[src/rtl/pipelined_adder.sv]
// Pipelined W-bit add/subtract: carry chain split into STAGES chunks, one register per chunk.
// Optional signed-overflow output enabled by defining PIPELINED_ADDER_OVF_EN.
module pipelined_adder #(
    parameter int unsigned W      = 256,
    parameter int unsigned STAGES = 4
) (
    input  logic         clk,
    input  logic         rst_n,
    input  logic         in_valid,
    output logic         in_ready,
    input  logic [W-1:0] a,
    input  logic [W-1:0] b,
    input  logic         cin,
    input  logic         sub,
    output logic         out_valid,
    input  logic         out_ready,
    output logic [W-1:0] sum,
    output logic         cout,
    output logic         ovf
);

    localparam int unsigned C = W / STAGES;

    generate
        if (STAGES < 1 || (W % STAGES) != 0) begin : g_bad_cfg
            $error("pipelined_adder: W must be a multiple of STAGES (STAGES >= 1)");
        end
    endgenerate

    logic              adv;
    logic [W-1:0]      a_q [STAGES];
    logic [W-1:0]      b_q [STAGES];
    logic [W-1:0]      s_q [STAGES];
    logic [STAGES-1:0] c_q;
    logic [STAGES-1:0] v_q;
    logic [C:0]        add_res [STAGES];

    assign adv      = !out_valid || out_ready;
    assign in_ready = adv;

    // Register j holds operands after chunk j-1 is done; chunk j is added from it.
    genvar j;
    generate
        for (j = 0; j < STAGES; j++) begin : g_chunk
            assign add_res[j] = {1'b0, a_q[j][j*C +: C]} + {1'b0, b_q[j][j*C +: C]}
                              + (C+1)'(c_q[j]);
        end
    endgenerate

    always_ff @(posedge clk or negedge rst_n) begin
        if (!rst_n) begin
            for (int unsigned k = 0; k < STAGES; k++) begin
                a_q[k] <= '0;
                b_q[k] <= '0;
                s_q[k] <= '0;
            end
            c_q       <= '0;
            v_q       <= '0;
            out_valid <= 1'b0;
            sum       <= '0;
            cout      <= 1'b0;
        end else if (adv) begin
            a_q[0] <= a;
            b_q[0] <= sub ? ~b : b;
            s_q[0] <= '0;
            c_q[0] <= sub | cin;
            v_q[0] <= in_valid;
            for (int unsigned k = 1; k < STAGES; k++) begin
                a_q[k]                 <= a_q[k-1];
                b_q[k]                 <= b_q[k-1];
                s_q[k]                 <= s_q[k-1];
                s_q[k][(k-1)*C +: C]   <= add_res[k-1][C-1:0];
                c_q[k]                 <= add_res[k-1][C];
                v_q[k]                 <= v_q[k-1];
            end
            out_valid                  <= v_q[STAGES-1];
            sum                        <= s_q[STAGES-1];
            sum[(STAGES-1)*C +: C]     <= add_res[STAGES-1][C-1:0];
            cout                       <= add_res[STAGES-1][C];
        end
    end

`ifdef PIPELINED_ADDER_OVF_EN
    logic msb_carry_in;

    // Carry into the MSB recovered from the MSB sum bit and its two operand bits.
    assign msb_carry_in = a_q[STAGES-1][W-1] ^ b_q[STAGES-1][W-1] ^ add_res[STAGES-1][C-1];

    always_ff @(posedge clk or negedge rst_n) begin
        if (!rst_n) begin
            ovf <= 1'b0;
        end else if (adv) begin
            ovf <= msb_carry_in ^ add_res[STAGES-1][C];
        end
    end
`else
    assign ovf = 1'b0;
`endif

endmodule

[config.mk]
export PLATFORM = sky130hd
export DESIGN_NAME = pipelined_adder
export DESIGN_NICKNAME = d
export VERILOG_FILES = /design/src/rtl/pipelined_adder.sv
export SDC_FILE = /design/constraint.sdc
export NUM_CORES = 2
export LEC_CHECK = 0
export BUFFER_PORTS_ARGS = -buffer_cell sky130_fd_sc_hd__clkbuf_2
export CAP_MARGIN = 25
export CORE_MARGIN = 4
export CORE_UTILIZATION = 45
export CTS_BUF_LIST = sky130_fd_sc_hd__clkbuf_4
export DETAILED_ROUTE_END_ITERATION = 16
export GPL_TIMING_DRIVEN = 0
export PLACE_DENSITY_LB_ADDON = 0.2
export SYNTH_ARGS = -nofsm -noshare
export SYNTH_HDL_FRONTEND = slang
export SYNTH_SLANG_ARGS = --single-unit
[constraint.sdc]
create_clock -name clk -period 11.19 [get_ports clk]
set_clock_uncertainty 0.2 [all_clocks]
set_input_delay 2.238 -clock clk [delete_from_list [all_inputs] [get_ports clk]]
set_output_delay 2.238 -clock clk [all_outputs]
set_load 0.05 [all_outputs]
# After elaboration in Yosys (flattened, before gate mapping)
# Index checks and enable logic that the tools add are counted.
# W data, S select, Z words.
[word_totals]
elab_cells = 29
reg_bits = 2698
out_inout_bits = 260
[classes]
n_mux = 1
add_sub_neg = 8
bitwise_logic = 2
n_reduce_logical = 2
[ops]
columns = ["cell", "n"]
rows = [
  ["$add A64 B64 Y65", 4],
  ["$add A65 B1 Y65", 4],
  ["$mux W256", 1],
  ["$not A256 Y256", 1],
  ["$logic_not A1 Y1", 1],
  ["$logic_or A1 B1 Y1", 1],
  ["$or A1 B1 Y1", 1],
]

# Depth between registers and ports, before layout
[depth]
word_depth = 2
ltp_mapped = 12

# Least setup slack after synthesis
# OpenSTA, ideal clock, no wires.
[synth_path]
path_kind = "input to output"
startpoint = "input port out_ready"
endpoint = "output port in_ready"
stages = 7
slack_ns = 4.833
arrival_time_ns = 3.919
path_cell_list = "nor2b_1 clkbuf_1 clkbuf_1 inv_2 clkbuf_1 clkbuf_1 clkbuf_1"
[synth_via]
elab_chain_cells = 1
[synth_rtl]
columns = ["element", "line", "text"]
rows = [
  ["start: declaration", "16", "input logic out_ready,"],
  ["$logic_or A1 B1 Y1", "38", "assign adv = !out_valid || out_ready;"],
  ["end: declaration", "10", "output logic in_ready,"],
]
# Every way passes these cells.

# Worst setup path in the final report
# Same ends and word-level chain as after synthesis.

==> metrics.txt <==
yosys warns=0; P per Cell Area=333.8 nW/um2; Site Rows=between 150 and 200; R2R Setup Slk=approximately 6.5 ns; Reg clk slew, reported paths=0.08 ns; leading area contributor after synthesis=dfrtp_1; Startpoint Class=input pin; CP cell instances=clkbuf_2 -> nor2b_1 -> clkbuf_1 -> buf_8 -> clkbuf_1 -> inv_2 -> clkbuf_1 -> clkbuf_2 -> clkbuf_1 -> clkbuf_2; syn_nets=~11,000; synthesis-to-layout area growth=16.69%; WP depth=10; largest stage delay on the critical path=0.78 ns; largest net degree at the start of global routing=119; DR vias=about 74,000; GRT Total Usage=0.2787; clk_lat worst skew=about 1.4 ns; number of cells produced by synthesis=roughly 10,000; global-route wire length before repair=approximately 440,000 um; DRC viols=0; final hold slack=between 0.2 and 0.25 ns; RePlAce Congestion=around 0.93; DP Worst Slack=a little over 3 ns; Vias/cell=a little over 5; Post-synth ARST share=1.000; Fmax=~120 MHz; Max transition margin=0.2772; CTS Buffer Depth=4; Final Cycle Share=0.7187; PortBufs=approximately 780; kind of critical path=in2out; NumNets Final=~12,000; worst hold-check path type=reg2reg; number of synthesized flops with an enable pin=0; post-route cell area=103,100 um2; worst-path maximum fanout=10; HPWL after DPL=219,900 um; Hold-fix buffers, CTS=0; RSZ-0062 raised after global routing=no; vias in the first global route=74,856; share of Yosys cell area claimed by the top area cell type=0.5465; Yosys reg bits=between 1,500 and 2,000; ANT nets after route=0; WP data required=8.75 ns; FF-to-FF Start=out_valid; Critical Path Slowest Stage Cell=clkbuf_2; die width=roughly 450 um; Leakage=approximately 53 nW; setup TNS=0 ns; max_cap viols=0; layout cells sized above 1=0.1499; io pins=about 800; Pre-Repair DR Iteration Count=6; antenna violations before repair=18; top post-synthesis cells by area=dfrtp_1 (55%), nand2_1 (20%), xnor2_1 (3.7%), ha_1 (3.6%), o21ai_0 (2.7%); Slew @ Worst Pin=1.073 ns; register area share after synthesis=0.5465; syn_area_per_cell=8.687 um2; starting density of the core=0.4528; hold path cells=2; final setup fails=0; CP bufs+invs=9; Root Driver=clkbuf_4; Placed Area=96,510 um2; delay-heaviest family, CP=buffers and inverters; Final Max Tran Viols=0; Critical Path Sink=in_ready; die area=203,600 um2; Routed WL=between 200,000 and 300,000 um; number of clock sinks=~1,900; Routed WL per cell=around 20 um; final core utilization=0.5284; CTS tree=built; Synth Flop Type=dfrtp_1; TritonCTS Buffers=around 540; post-CTS setup buffers=0; CP arrival=5.60 ns; RR Endpoint=sum[61]; crit path capture type=output pin; most common cell after layout, fill and taps aside=nand2_1; CP startpoint=out_ready; Chip Height=between 400 and 500 um; Final Total Pwr=around 34 mW; worst-case reg-to-reg path depth=9; Iter 0 DRT Violations=5,079; status=complete, no violations; H-tree Lvls=6; CTS resizes=0; post-route minimum period=around 8.0 ns; Mapped Area=between 80,000 and 90,000 um2; post-synthesis cell type count=around 110; final hold viol count=0; peak supply drop=roughly 0.21 mV; final setup margin=around 3.1 ns; most frequent cells in the layout=nand2_1 (4,798), dfrtp_1 (1,930), clkbuf_2 (800), clkbuf_4 (767), o21ai_0 (471); dpl cells=between 10,000 and 15,000; grt ovf=0; total core area=195,200 um2; Finished Layout Cells=between 10,000 and 15,000; crit-path most repeated cell=clkbuf_1
## routing by layer
layer / vias to the layer above / routed length, um / global-route usage / share of wire
met2: 2041 / 132400 / 0.4461 / 0.46
met4: 4 / 15930 / 0.1484 / 0.056
met1: 35550 / 124000 / 0.3657 / 0.43
li1: 35866 / - / - / -
met3: 571 / 14150 / 0.04445 / 0.049
met5: - / 21 / 0 / 0.000073
## flip-flops by register name (all words and copies together), names as in the netlist
name and count:
b_q 640, c_q 4, v_q 4, a_q 640, cout 1, s_q 384
sum 256, out_valid 1
## cell usage after synthesis (all sizes together), types with 21 or more instances
cell / instances
dfrtp: 1930
o211ai: 26
a31oi: 35
nor2: 341
nor3: 50
o21bai: 52
nor2b: 21
nand2: 4798
clkbuf: 483
buf: 69
a211oi: 28
xnor2: 370
nand4: 72
ha: 252
a21o: 160
inv: 67
nand3: 53
xor2: 107
o21a: 24
and2: 24
o21ai: 495
a21oi: 451
o31ai: 23
## area by class of cell
| cell class | count | area (um2) |
|---|---|---|
| diodes | 17 | 42.54 |
| inverters | 67 | 251.5 |
| repair buffers | 819 | 4825 |
| plain buffers | 554 | 2223 |
| well taps | 2624 | 3283 |
| multi-input cells | 7623 | 37640 |
| fillers | 18705 | 92060 |
| clock buffers | 767 | 5758 |
| clock inverters | 123 | 810.8 |
| flip-flops and latches | 1930 | 48300 |
## cell families after synthesis
family	count (synthesis)	share of synthesized area
buffers and inverters	621	0.02765
AND/OR/NAND/NOR	5463	0.2410
other	1	0.00004243
multiplexers	11	0.001317
XOR/XNOR	477	0.04727
AO/OA/AOI/OAI	1411	0.09882
flip-flops	1930	0.5465
adder cells (fa/ha/maj)	260	0.03749
## worst min-delay path by stage
stage / startpoint / to / slack, ns
floorplan: v_q[3] / v_q[3] / 0.23
global placement: s_q[321] / s_q[321] / 0.25
detailed placement: s_q[185] / sum[185] / 0.25
CTS: b_q[892] / b_q[636] / 0.22
global route: a_q[508] / a_q[252] / 0.25
finish: s_q[326] / s_q[70] / 0.21
## worst min-delay path, stage by stage, from the launching register on
cell and delay, ns:
dfrtp_1 0.34, nand2_1 0.05, nand2_1 0.05
## report_power, final
part	switching (mW)	internal, mW	leakage, nW
sequential	2.12	10.1	23.2
combinational	10.6	5.11	25.7
clock	3.01	3.41	3.95
Note: power is estimated with default switching activity, not from simulation.
